File: src/rtl/multicycle_control.sv
// Multi-cycle instruction sequencer: FETCH/DECODE/EXEC/MEM/WB control strobes,
// a memory-wait watchdog and a sticky TRAP state for illegal or stalled operation.
module multicycle_control #(
   parameter int DATA_W      = 16,
   parameter int REG_AW      = 4,
   parameter int SP_REG      = 13,
   parameter int STALL_LIMIT = 255
) (
   input  logic              clk,
   input  logic              rst_n,
   input  logic [17:0]       instr,
   input  logic [3:0]        flags,
   input  logic              mem_ack,
   output logic              mem_req,
   output logic              mem_we,
   output logic [1:0]        mem_addr_sel,
   output logic              ir_we,
   output logic              pc_inc,
   output logic              pc_load,
   output logic              pc_src,
   output logic [3:0]        alu_op,
   output logic              alu_src_imm,
   output logic              flag_we,
   output logic [DATA_W-1:0] imm,
   output logic              rf_we,
   output logic [REG_AW-1:0] rf_dst,
   output logic [REG_AW-1:0] rf_src,
   output logic              sp_inc,
   output logic              sp_dec,
   output logic [2:0]        state,
   output logic              trap
);

   typedef enum logic [2:0] {
      S_FETCH  = 3'd0,
      S_DECODE = 3'd1,
      S_EXEC   = 3'd2,
      S_MEM    = 3'd3,
      S_WB     = 3'd4,
      S_TRAP   = 3'd7
   } state_t;

   typedef enum logic [4:0] {
      K_ALU_R, K_ALU_I, K_LD_R, K_ST_R, K_CALL, K_RET, K_JL, K_JLE,
      K_JNE, K_JE, K_LD_A, K_ST_A, K_PUSH, K_POP, K_INCR, K_DECR, K_ILL
   } kind_t;

   localparam logic [15:0] LIMIT_M1  = 16'(STALL_LIMIT - 1);
   localparam logic [3:0]  SP_IDX    = 4'(SP_REG);
   localparam logic [3:0]  SP_IDX_M1 = 4'(SP_REG - 1);

   state_t             state_q;
   state_t             next_state;
   logic [17:0]        ir;
   logic [15:0]        wait_cnt;
   logic               run;
   kind_t              kind;
   logic               taken;
   logic               pop_nop;
   logic               is_load;
   logic               is_store;
   logic               stall_hit;
   logic               fld_en;
   logic [1:0]         sel_f;
   logic [3:0]         alu_f;
   logic [DATA_W-1:0]  imm_f;
   logic               unused_flag0;

   assign unused_flag0 = flags[0];

   always_comb begin
      kind = K_ILL;
      case (ir[17:16])
         2'b00: begin
            if (ir[15:12] == 4'h0) begin
               kind = K_ALU_R;
            end else if (ir[15:12] == 4'h1) begin
               if (ir[7:4] == 4'h0)      kind = K_LD_R;
               else if (ir[7:4] == 4'h1) kind = K_ST_R;
            end else begin
               kind = K_ALU_I;
            end
         end
         2'b01, 2'b10: begin
            case (ir[17:14])
               4'd4:    kind = K_CALL;
               4'd5:    kind = K_RET;
               4'd6:    kind = K_JL;
               4'd7:    kind = K_JLE;
               4'd8:    kind = K_JNE;
               4'd9:    kind = K_JE;
               4'd10:   kind = K_LD_A;
               4'd11:   kind = K_ST_A;
               default: kind = K_ILL;
            endcase
         end
         default: begin
            case (ir[15:14])
               2'b00:   kind = K_PUSH;
               2'b01:   kind = K_POP;
               2'b10:   kind = K_INCR;
               default: kind = K_DECR;
            endcase
         end
      endcase
   end

   // Flag bits: [1] Z, [2] L, [3] N
   always_comb begin
      case (kind)
         K_JL:    taken = flags[2] | flags[3];
         K_JLE:   taken = flags[2] | flags[3] | flags[1];
         K_JNE:   taken = ~flags[1];
         K_JE:    taken = flags[1];
         default: taken = 1'b0;
      endcase
   end

   always_comb begin
      imm_f = '0;
      alu_f = 4'h0;
      sel_f = 2'd3;
      case (kind)
         K_ALU_R: alu_f = ir[7:4];
         K_ALU_I: begin
            alu_f = ir[15:12];
            imm_f = DATA_W'(ir[7:0]);
         end
         K_LD_R, K_ST_R: sel_f = 2'd2;
         K_LD_A, K_ST_A: begin
            sel_f = 2'd1;
            imm_f = DATA_W'(ir[13:0]);
         end
         K_CALL, K_RET, K_JL, K_JLE, K_JNE, K_JE: imm_f = DATA_W'(ir[13:0]);
         default: ;
      endcase
   end

   // A POP that would overwrite the stack pointer pair is squashed to a NOP
   assign pop_nop   = (kind == K_POP) && ((ir[13:10] == SP_IDX) || (ir[13:10] == SP_IDX_M1));
   assign is_load   = (kind == K_LD_R) || (kind == K_LD_A) || (kind == K_POP);
   assign is_store  = (kind == K_ST_R) || (kind == K_ST_A) || (kind == K_PUSH) || (kind == K_CALL);
   assign stall_hit = (wait_cnt == LIMIT_M1);
   assign fld_en    = (state_q == S_DECODE) || (state_q == S_EXEC) ||
                      (state_q == S_MEM) || (state_q == S_WB);

   assign imm    = fld_en ? imm_f : '0;
   assign rf_dst = fld_en ? ((kind == K_POP) ? REG_AW'(ir[13:10]) : REG_AW'(ir[11:8])) : '0;
   assign rf_src = fld_en ? ((kind == K_PUSH) ? REG_AW'(ir[13:10]) : REG_AW'(ir[3:0])) : '0;
   assign state  = state_q;
   assign trap   = (state_q == S_TRAP);

   always_comb begin
      next_state   = state_q;
      mem_req      = 1'b0;
      mem_we       = 1'b0;
      mem_addr_sel = 2'd0;
      ir_we        = 1'b0;
      pc_inc       = 1'b0;
      pc_load      = 1'b0;
      pc_src       = 1'b0;
      alu_op       = 4'h0;
      alu_src_imm  = 1'b0;
      flag_we      = 1'b0;
      rf_we        = 1'b0;
      sp_inc       = 1'b0;
      sp_dec       = 1'b0;
      case (state_q)
         S_FETCH: begin
            if (run) begin
               mem_req = 1'b1;
               if (mem_ack) begin
                  ir_we      = 1'b1;
                  pc_inc     = 1'b1;
                  next_state = S_DECODE;
               end else if (stall_hit) begin
                  next_state = S_TRAP;
               end
            end
         end
         S_DECODE: next_state = (kind == K_ILL) ? S_TRAP : S_EXEC;
         S_EXEC: begin
            case (kind)
               K_ALU_R, K_ALU_I: begin
                  alu_op      = alu_f;
                  alu_src_imm = (kind == K_ALU_I);
                  // Opcodes 8..15 are the compare/logic/shift group
                  flag_we     = alu_f[3];
                  next_state  = S_WB;
               end
               K_JL, K_JLE, K_JNE, K_JE: begin
                  pc_load    = taken;
                  next_state = S_FETCH;
               end
               K_INCR: begin
                  sp_inc     = 1'b1;
                  next_state = S_FETCH;
               end
               K_DECR: begin
                  sp_dec     = 1'b1;
                  next_state = S_FETCH;
               end
               K_POP: begin
                  if (pop_nop) begin
                     next_state = S_FETCH;
                  end else begin
                     sp_dec     = 1'b1;
                     next_state = S_MEM;
                  end
               end
               K_RET: begin
                  sp_dec     = 1'b1;
                  next_state = S_MEM;
               end
               default: next_state = S_MEM;
            endcase
         end
         S_MEM: begin
            mem_req      = 1'b1;
            mem_we       = is_store;
            mem_addr_sel = sel_f;
            if (mem_ack) begin
               sp_inc     = (kind == K_PUSH) || (kind == K_CALL);
               pc_load    = (kind == K_CALL) || (kind == K_RET);
               pc_src     = (kind == K_RET);
               next_state = is_load ? S_WB : S_FETCH;
            end else if (stall_hit) begin
               next_state = S_TRAP;
            end
         end
         S_WB: begin
            rf_we      = 1'b1;
            next_state = S_FETCH;
         end
         S_TRAP:  next_state = S_TRAP;
         default: next_state = S_TRAP;
      endcase
   end

   // run delays mem_req until the first edge after reset release
   always_ff @(posedge clk or negedge rst_n) begin
      if (!rst_n) begin
         state_q  <= S_FETCH;
         ir       <= '0;
         wait_cnt <= '0;
         run      <= 1'b0;
      end else begin
         run     <= 1'b1;
         state_q <= next_state;
         if (ir_we) ir <= instr;
         if (next_state != state_q)      wait_cnt <= '0;
         else if (mem_req && !mem_ack)   wait_cnt <= wait_cnt + 16'd1;
      end
   end

endmodule
File: config.mk
export PLATFORM = sky130hd
export DESIGN_NAME = multicycle_control
export DESIGN_NICKNAME = d
export VERILOG_FILES = /design/src/rtl/multicycle_control.sv
export SDC_FILE = /design/constraint.sdc
export NUM_CORES = 1
export LEC_CHECK = 0
export BUFFER_PORTS_ARGS = -buffer_cell sky130_fd_sc_hd__buf_2
export CAP_MARGIN = 0
export CORE_MARGIN = 1.5
export CORE_UTILIZATION = 42
export DETAILED_ROUTE_END_ITERATION = 6
export HOLD_SLACK_MARGIN = 0.15
export PLACE_DENSITY_LB_ADDON = 0.05
export REMOVE_ABC_BUFFERS = 1
export SLEW_MARGIN = 20
export SYNTH_ARGS = -nofsm -noshare
export SYNTH_HDL_FRONTEND = slang
export SYNTH_SLANG_ARGS = --single-unit
File: constraint.sdc
create_clock -name clk -period 3 [get_ports clk]
set_input_delay 0.6 -clock clk [delete_from_list [all_inputs] [get_ports clk]]
set_output_delay 0.6 -clock clk [all_outputs]
set_load 0.005 [all_outputs]
Word level (Yosys, flattened, before mapping)
Memory sizes are Yosys's and may differ from the RTL's.
Index checks and enable logic that the tools add are counted.
{"block": "word_totals", "reg_bits": 38, "romBits": 80, "in_bits": 25, "out_inout_bits": 45, "mem_count": 1}
{"block": "op_classes", "add_sub_neg": 1, "eq_ne": 31, "muxes": 51, "bitwise": 3, "reduce_logical": 29}
{"memory": "(no name shown)", "depth": 16, "word_bits": 5, "read_ports": 1, "rd_ports_with_merged_regs": 0, "write_ports": 0, "line_no": "85", "source": "case (ir[17:14])"}
{"op": "$mux W16", "n": 3}
{"op": "$eq A5 B4 Y1 const B", "n": 8}
{"op": "$pmux W14 S2", "n": 1}
{"op": "$mux W4", "n": 6}
{"op": "$eq A5 B3 Y1 const B", "n": 4}
{"op": "$mux W5", "n": 4}
{"op": "$mux W1", "n": 18}
{"op": "$mux W3", "n": 6}
{"op": "$add A16 B1 Y16 const B", "n": 1}
{"op": "$eq A16 B8 Y1 const B", "n": 1}
{"op": "$pmux W3 S5", "n": 1}
{"op": "$logic_or A1 B1 Y1", "n": 11}
{"op": "$eq A5 B2 Y1 const B", "n": 2}
{"op": "$pmux W5 S2", "n": 1}
{"op": "$reduce_or A2 Y1", "n": 5}
{"op": "$pmux W3 S3", "n": 1}
{"op": "$eq A4 B1 Y1 const B", "n": 2}
{"op": "$eq A4 B4 Y1 const B", "n": 2}
{"op": "$logic_not A4 Y1", "n": 2}
{"op": "$pmux W1 S2", "n": 4}
{"op": "$pmux W4 S2", "n": 1}
{"op": "$reduce_or A8 Y1", "n": 1}
{"op": "$eq A3 B2 Y1 const B", "n": 2}
{"op": "$eq A3 B3 Y1 const B", "n": 2}
{"op": "20 further kinds", "n": 26}

Longest topological paths before layout
Gate-level depths: netlist of the first run.
{"block": "depth", "depth_word": 14, "mapped_depth": 10, "mapped_depth_nobuf": 9}

Least setup slack after synthesis of the first run
Ideal clock, no wire load.
{"block": "synth_timing", "kind": "reg2out", "startpoint": "reg ir[16]", "endpoint": "out rf_src[0]", "arrival_time_ps": 2023, "setup_slack_ps": 377, "path_stages_with_launch": 10, "path_buffers": 1, "cell_sequence": "dfrtp_1 inv_1 ha_1 nand2_1 o22ai_2 or2_1 buf_6 nor3_2 mux2i_1 nor2_1"}
{"block": "synth_between", "elab_chain_len": 6}
{"item": "start: declaration", "line_no": "54", "source": "logic [17:0] ir;"}
{"item": "start signal: assignment", "line_no": "250", "source": "if (ir_we) ir <= instr;"}
{"item": "parallel branches: the longest is 2 deep, another holds $mem_v2 Z16 W5"}
{"item": "$pmux W5 S2 (*)", "line_no": "73", "source": "case (ir[17:16])"}
{"item": "$eq A5 B4 Y1 (*)", "line_no": "149", "source": "assign rf_src = fld_en ? ((kind == K_PUSH) ? REG_AW'(ir[13:10]) : REG_AW'(ir[3:0])) : '0;"}
{"item": "$mux W4 (*) (2 in series)", "line_no": "149"}
{"item": "end: declaration", "line_no": "27", "source": "output logic [REG_AW-1:0] rf_src,"}
Every way passes the cells marked *.

Final worst setup path of the first run
{"block": "layout_timing", "startpoint": "reg ir[17]", "endpoint": "out pc_load"}
{"block": "layout_between", "elab_chain_len": 7}
{"item": "parallel branches: the longest is 2 deep, another holds $mem_v2 Z16 W5"}
{"item": "$pmux W5 S2 (*)", "line_no": "73"}
{"item": "$eq A5 B4 Y1 (tied with other cells)", "line_no": "110, 183"}
{"item": "$pmux W1 S4 (tied with other cells)", "line_no": "110", "source": "case (kind)"}
{"item": "$mux W1 (on tied branches)", "line_no": "183, 222"}
{"item": "$pmux W1 S2 (*)", "line_no": "168", "source": "case (state_q)"}
{"item": "end: declaration", "line_no": "19", "source": "output logic pc_load,"}
Marks and branches as above.

==> run metrics, run 1 <==
EDFF count, synth 0; Leakage Power between 1.5 and 2 nW; largest stage delay on the critical path 420 ps; sw frac 22.5%; GRT Util Overall 19.2%; r2r setup slk 590 ps; Finished Core Util 55.4%; Worst Path Required 2400 ps; CP endpoint kind primary output; Hold Fails Final Rpt 0; final hold slack slightly above 400 ps; post-route minimum period 2930 ps; Startpoint Class register; Die X approximately 83 um; # nets final slightly above 400; Worst path slowest cell dfrtp_1; Post-synth ARST share 100%; worst vdd ir 0.000168 V; die area 0.00687 sq mm; DR WL/cell 14.7 um; Slew HR approximately 43%; chip height 82.9 um; Starting Density between 40% and 50%; Root Driver clkbuf_8; DR iter-0 viols 101; PD cells about 270 mW/mm^2; clk_lat worst skew 290 ps; ant diodes 0; Clock Power Share around 41%; CTS sink count 38; Yosys Warn Count 0; drt pass-1 iters 4; Post-Layout Cell Count about 460; CTS clk-pin slew, worst paths 80 ps; Reg-to-Reg Start ir[17]; Max clock buf depth 2; Fillers just under 600; crit path max fanout 7; port buffer count 66; largest cells by area after synthesis dfrtp_1, mux2_2, nor2_1; Post-DP Area 0.00310 sq mm; reg2reg path depth 8; critical path data arrival time ~2300 ps; Placement Rows 28; RSZ-0062 raised after global routing yes; Vias roughly 2,400; sequential group share of total power between 50% and 60%; FF-to-FF End wait_cnt[1]; share of cells above drive strength 1 between 30% and 40%; final setup violation count 0; WL final 6720 um; Max Cap Violations 0; post-route cell area about 0.0033 sq mm; post-synthesis cell type count 56; Setup Skew 6.36 ps; Setup TNS Final 0 ps; Final Cycle Share a little over nine tenths; Synth Instances 304; Synth Register Bits 38; post-synth top area share 35.5%; dominant cell type by area after synthesis dfrtp_1; TritonCTS clock tree built; Post-synth top flop dfrtp_1; Fmax approximately 340 MHz; vias in the first global route 2,213; worst-margin pin slew 861 ps; H-tree levels 2; CP cell instances inv_2 -> ha_4 -> nand2_1 -> o21ai_4 -> a21o_4 -> and2_2 -> o21a_1 -> nor2_1 -> o41ai_1 -> buf_2; Comb power frac 3.4%; Synth top cells by count nor2_1, dfrtp_1, nand2_1; CTS buffer count 5; largest net degree at the start of global routing 39; Critical Setup Path Class register to primary output; syn_area_per_cell ~9 sq um; footprint of the multi-input gates 0.00169 sq mm; first-pass GRT wire length ~11,000 um; initial antenna violation count 0; Min-Delay Path Class input pin to async pin; remaining global-route overflow 0; DRC violations left 0; FF/Latch Area about 950 sq um; Vias/cell 5.34; DP Cell Count 440; internal power 0.709 mW; Detailed Place HPWL 4880 um; Netlist Area Pre-Place around 0.0027 sq mm; Slew Viols, Final 0; top-count cell post-synth nor2_1; P_sw 0.206 mW; DRT antenna net count 0; RePlAce Congestion 0.849; Area Growth Syn to Fin 24.5%; I/O pins 70; status complete, no violations; register area share after synthesis a little over a third; core area around 0.006 sq mm
==> logic make-up after synthesis <==
| family | Yosys count | share of synthesized area [%] |
|---|---|---|
| DFF | 38 | 35.5 |
| other | 2 | 0.280 |
| adders and majority gates | 8 | 3.73 |
| xor gates and xnor gates | 16 | 5.23 |
| buffers and inverters | 23 | 4.20 |
| and+or+nand+nor | 146 | 28.2 |
| muxes | 27 | 10.8 |
| AOI/OAI and AO/OA | 44 | 12.0 |
==> final cells by class <==
| type | instances | share of cell area [%] |
|---|---|---|
| clock buffers | 6 | 2.47 |
| clock inverters | 2 | 0.375 |
| inverters | 7 | 0.787 |
| multi-input cells | 244 | 50.5 |
| flip-flops and latches | 38 | 28.5 |
| well taps | 75 | 2.81 |
| repair buffers | 86 | 14.5 |
==> timing repair <==
item / 4_1_cts / 5_1_grt
pin swaps: 1 / 2
buffers inserted: 3 / 7
setup endpoints to repair: 19 / 20
hold buffers: 0 / 0
resized for setup: 9 / 11
endpoints found under the hold margin: 0 / 0
==> per-layer routing <==
metal	track usage [%]	vias to the layer above	routed length, um	part of all wire, %
met5	0	-	0	0
met4	4.09	0	27	0.40
met3	4.27	2	404	6.0
met2	30.4	80	3090	46
met1	26.9	1153	3200	48
li1	-	1211	-	-
==> power by group through the flow <==
| stage | sequential, mW | combinational (mW) | clock [mW] |
|---|---|---|---|
| 3_5_place_dp | 0.523 | 0.0328 | 0 |
| 2_1_floorplan | 0.523 | 0.00458 | 0 |
| 3_3_place_gp | 0.523 | 0.0324 | 0 |
| 5_1_grt | 0.513 | 0.0369 | 0.411 |
| 4_1_cts | 0.513 | 0.0329 | 0.389 |
| 6_report | 0.513 | 0.0314 | 0.371 |
==> worst max-delay path: cells and delay by family (launching register included) <==
family	cells	cell delay, ps
flip-flops	1	420
AND/OR/NAND/NOR	3	320
AO/OA/AOI/OAI	4	750
adder cells (fa/ha/maj)	1	280
buffers and inverters	2	260
==> cells in the final DEF, fill, tap and decap left out, drive strengths merged, types with 6 or more instances in the layout <==
cell	n
mux2	16
nand3	6
xor2	13
a21oi	17
o21ai	6
nor2	46
and3	9
and2	11
nand2	33
mux2i	11
buf	86
clkbuf	6
inv	7
dfrtp	38
nor3	10
nand4	9
ha	8
==> per-stage QoR <==
stage | power, mW | setup slack [ps]
finish | 0.915 | 70.2
global route | 0.961 | -64.3
CTS | 0.935 | 0.0540
floorplan | 0.528 | 214
global placement | 0.555 | 108
detailed placement | 0.556 | 135
==> worst max path at each step <==
stage | startpoint | to | slack, ps | cells past startpoint
final | ir[17] | pc_load | 70 | 10
after global routing | ir[17] | pc_load | -60 | 10
after CTS | ir[17] | pc_load | 0.05 | 10
after detailed placement | ir[16] | pc_load | 140 | 10
after global placement | ir[17] | pc_load | 110 | 10
after floorplan | ir[16] | pc_load | 210 | 9
==> flip-flops by register name, summed over array words and instances, names as in the netlist <==
register / count
wait_cnt: 16
ir: 18
run: 1
state: 3
No activity file was read; power rests on OpenSTA's default activity.
==> run 2, diff against run 1 <==
--- a/config.mk
+++ b/config.mk
@@ -8,7 +8,7 @@
 export BUFFER_PORTS_ARGS = -buffer_cell sky130_fd_sc_hd__buf_2
 export CAP_MARGIN = 0
 export CORE_MARGIN = 1.5
-export CORE_UTILIZATION = 42
+export CORE_UTILIZATION = 47
 export DETAILED_ROUTE_END_ITERATION = 6
 export HOLD_SLACK_MARGIN = 0.15
 export PLACE_DENSITY_LB_ADDON = 0.05
==> run metrics, run 2 (synthesized netlist as in run 1, its figures left out) <==
CP endpoint kind primary output; FF/Latch Area 952 sq um; RSZ-0062 raised after global routing yes; final setup violation count 0; chip height 78.5 um; CTS sink count 38; Max Cap Violations 0; TritonCTS clock tree built; GRT Util Overall 22.0%; worst vdd ir roughly 0.00023 V; # nets final 409; Area Growth Syn to Fin 25.1%; Vias/cell 5.43; Detailed Place HPWL 4870 um; status complete, no violations; footprint of the multi-input gates roughly 0.0017 sq mm; Root Driver clkbuf_8; Fmax around 340 MHz; Leakage Power roughly 1.7 nW; Vias 2,437; DRT antenna net count 0; DRC violations left 0; CTS buffer count 5; remaining global-route overflow 0; initial antenna violation count 0; first-pass GRT wire length 10,700 um; Min-Delay Path Class input pin to async pin; Setup TNS Final 0 ps; share of cells above drive strength 1 a little over a third; largest net degree at the start of global routing 39; Startpoint Class register; RePlAce Congestion 0.861; Die X 78.5 um; I/O pins 70; Max clock buf depth 2; Starting Density 48.7%; CTS Hold Bufs 0; PD cells approximately 320 mW/mm^2; post-route minimum period around 2900 ps; Setup Skew 4.96 ps; r2r setup slk ~540 ps; Critical Setup Path Class register to primary output; Slew HR 41.9%; Final Cycle Share a little under 100%; post-route cell area 0.00335 sq mm; port buffer count 66; Post-DP Area 0.00309 sq mm; H-tree levels 2; vias in the first global route 2,312; DR WL/cell 14.8 um; Largest Register ir; core area 0.00551 sq mm; clk_lat worst skew 290 ps; worst-margin pin slew 871 ps; ant diodes 0; CTS clk-pin slew, worst paths 80 ps; final hold slack between 400 and 500 ps; most common library cell in the layout ignoring fill and taps buf_2; die area 0.00617 sq mm; Hold Fails Final Rpt 0; critical path data arrival time 2330 ps; max reg flops 18; drt pass-1 iters 4; crit path max fanout 8; most frequent cells in the layout buf_2, nor2_1, dfrtp_1; Placement Rows 27; Worst Path Required 2400 ps; WL final 6620 um; Slew Viols, Final 0; DR iter-0 viols 215; Fillers 519
run 2: changes by cell type in the layout (fill, tap and decap cells not counted), sizes merged:
cell      before  now
buf           86   80
bufinv         0    2
clkbuf         6    5
clkinvlp       1    0
run 2: final cells by class:
class                           instances  area share (%)
Sequential cell                        38            28.4
Multi-Input combinational cell        244            50.9
Clock inverter                          3            2.05
Clock buffer                            5            2.05
Tap cell                               72            2.69
Timing Repair Buffer                   80            13.1
Inverter                                7           0.858
run 2: stage by stage:
stage	utilization, %	power, mW	instances	worst slack [ps]
after global placement	56.2	0.555	437	186
final	60.9	1.07	449	71.4
after floorplan	-	0.528	289	214
after CTS	59.2	1.08	447	16.1
after global routing	60.9	1.11	449	-69.8
after detailed placement	56.2	0.555	437	153
run 2: critical path, stage by stage, from the launching register on:
cell,delay [ps]
dfrtp_1,410
inv_2,80
ha_1,230
and4b_2,290
a21oi_2,180
buf_4,160
a31oi_1,110
nor2_2,280
and2_1,170
buf_2,110
run 2: path summary, 6_finish.rpt:
kind                                start           to  cells after the start
worst max register to register     ir[17]  wait_cnt[1]                      8
min in group clk                instr[16]       ir[16]                      3
max in group asynchronous           rst_n       ir[17]                      1
worst max-delay path               ir[16]       imm[5]                      9
worst min register to register      ir[2]        ir[2]                      1
worst min-delay path                rst_n       ir[16]                      1
run 2: layer usage:
layer	vias to the layer above	track usage (%)	routed length, um
met5	-	0	0
met4	0	6.61	89
met3	9	4.65	433
met2	83	33.6	3010
met1	1137	31.2	3090
li1	1208	-	-
run 2: timing repair:
| action | CTS | global route |
|---|---|---|
| pin swaps | 2 | 9 |
| endpoints found under the setup margin | 17 | 19 |
| endpoints found under the hold margin | 0 | 0 |
| buffers inserted | 2 | 3 |
| gates resized for setup | 8 | 13 |
run 2: report_power, final:
group	internal [mW]	switching (mW)	leakage, nW	total (mW)
clock network	0.333	0.191	0.0683	0.524
registers	0.512	0.000417	0.502	0.513
logic	0.0119	0.0195	1.15	0.0314
total	0.857	0.211	1.72	1.07
==> run 3, diff against run 2 <==
--- a/config.mk
+++ b/config.mk
@@ -7,6 +7,7 @@
 export LEC_CHECK = 0
 export BUFFER_PORTS_ARGS = -buffer_cell sky130_fd_sc_hd__buf_2
 export CAP_MARGIN = 0
+export CORE_ASPECT_RATIO = 1.5
 export CORE_MARGIN = 1.5
 export CORE_UTILIZATION = 47
 export DETAILED_ROUTE_END_ITERATION = 6
==> constraint.sdc (replaced) <==
create_clock -name clk -period 3 [get_ports clk]
set_input_delay 0.15 -clock clk [delete_from_list [all_inputs] [get_ports clk]]
set_output_delay 0.15 -clock clk [all_outputs]
set_load 0.005 [all_outputs]
==> run metrics, run 3 (synthesized netlist as in run 1, its figures left out) <==
Area Growth Syn to Fin 24.8%; reg2reg path depth 9; final setup violation count 0; Post-CTS Setup Inserts 0; ant diodes 0; Fmax 358 MHz; DP Cell Count between 400 and 500; Slew Viols, Final 0; Hold Fails Final Rpt 0; most common library cell in the layout ignoring fill and taps buf_2; die area 0.00618 sq mm; post-route minimum period ~2800 ps; I/O pins 70; first-pass GRT wire length about 11,000 um; Root Driver clkbuf_8; Critical Setup Path Class register to primary output; Setup crit end rf_src[0]; Largest Register ir; Vias/cell 5.48; Die X around 65 um; clk_lat worst skew 290 ps; r2r setup slk between 400 and 500 ps; FF-to-FF End wait_cnt[1]; max reg flops 18; Max Cap Violations 0; Vias 2,498; Final Cycle Share between 90% and 100%; drt pass-1 iters 4; largest net degree at the start of global routing 39; # nets final 419; met3 Usage GRT 3.42%; CTS buffer count 5; worst-margin pin slew around 860 ps; PD cells 271 mW/mm^2; met1 Use GR 28.6%; most used routing layer met2; chip height about 96 um; Min-Delay Path Class input pin to register; Leakage Power roughly 1.7 nW; Max clock buf depth 2; share of cells above drive strength 1 between 20% and 30%; H-tree levels 2; vias in the first global route 2,416; CTS sink count 38; Starting Density ~49%; Slew HR about 43%; Setup TNS Final 0 ps; RePlAce Congestion 0.840; DRC violations left 0; critical path data arrival time between 2000 and 3000 ps; WL final 6870 um; crit path max fanout 9; CP endpoint kind primary output; CP startpoint ir[16]; Setup Skew between 6 and 7 ps; worst vdd ir 0.000250 V; most frequent cells in the layout buf_2, nor2_1, dfrtp_1; Placement Rows 33; M2 GR Usage 42.3%; remaining global-route overflow 0; RSZ-0062 raised after global routing no; GRT Util Overall 23.8%; Detailed Place HPWL 4960 um; Worst Path Required 2850 ps; status complete, no violations; Startpoint Class register; CTS clk-pin slew, worst paths approximately 80 ps; DRT antenna net count 0; port buffer count 66; Reg-to-Reg Start ir[16]; DR iter-0 viols 129; total power between 0.9 and 1 mW; TritonCTS clock tree built; Post-Layout Cell Count between 400 and 500; initial antenna violation count 0; DR WL/cell 15.1 um; core area 0.00549 sq mm
[run 3: changes by cell type in the layout (fill, tap and decap cells not counted), sizes merged]
cell	delta
buf	-9
bufinv	-2
dlygate4sd3	+19
clkinv	+1
[run 3: timing repair]
| action | in CTS | in global routing |
|---|---|---|
| setup endpoints to repair | 1 | 17 |
| hold buffers | 19 | 0 |
| endpoints found under the hold margin | 56 | 0 |
| resized for setup | 1 | 4 |
| pin swaps | 0 | 0 |
[run 3: per-stage QoR]
step / hold slack (ps) / util (%) / area, sq um / worst slack (ps)
2_1_floorplan: -146 / - / 2600 / 565
3_3_place_gp: 308 / 55.6 / 3050 / 358
3_5_place_dp: 310 / 55.6 / 3050 / 304
4_1_cts: 315 / 60.6 / 3330 / 36.2
5_1_grt: 337 / 60.9 / 3350 / 12.6
6_report: 313 / 60.9 / 3350 / 204
[run 3: worst min-delay path by stage]
| stage | from | end | slack [ps] | cells past startpoint |
|---|---|---|---|---|
| after global routing | mem_ack | state[1] | 340 | 4 |
| final | mem_ack | state[1] | 310 | 4 |
| after detailed placement | rst_n | ir[14] | 310 | 1 |
| after CTS | mem_ack | state[1] | 320 | 4 |
| after floorplan | rst_n | ir[0] | -150 | 0 |
| after global placement | rst_n | ir[16] | 310 | 1 |
[run 3: per-layer routing]
layer  vias to the layer above  part of all wire, %
met5                         -                    0
met4                         0                  2.5
met3                        15                  2.9
met2                        63                   52
met1                      1199                   43
li1                       1221                    -
[run 3: cell type report]
| type | count | area [sq um] |
|---|---|---|
| multi-input cells | 244 | 1640 |
| clock buffers | 5 | 68.8 |
| fillers | 499 | 2150 |
| well taps | 70 | 87.6 |
| repair buffers | 90 | 558 |
| inverters | 7 | 26.3 |
| flip-flops and latches | 38 | 951 |
| clock inverters | 2 | 10.0 |
[run 3: critical path: stages (launching register included)]
cell	delay, ps
dfrtp_1	450
inv_1	160
ha_2	350
nand2_1	100
o22ai_2	80
or2_1	390
nor3_4	390
mux2i_1	230
nor2_1	60
buf_2	130
[run 3: power breakdown]
part	internal [mW]	switching [mW]	total, mW
combinational	0.0280	0.0230	0.0509
sequential	0.512	0.000310	0.513
clock	0.156	0.187	0.343
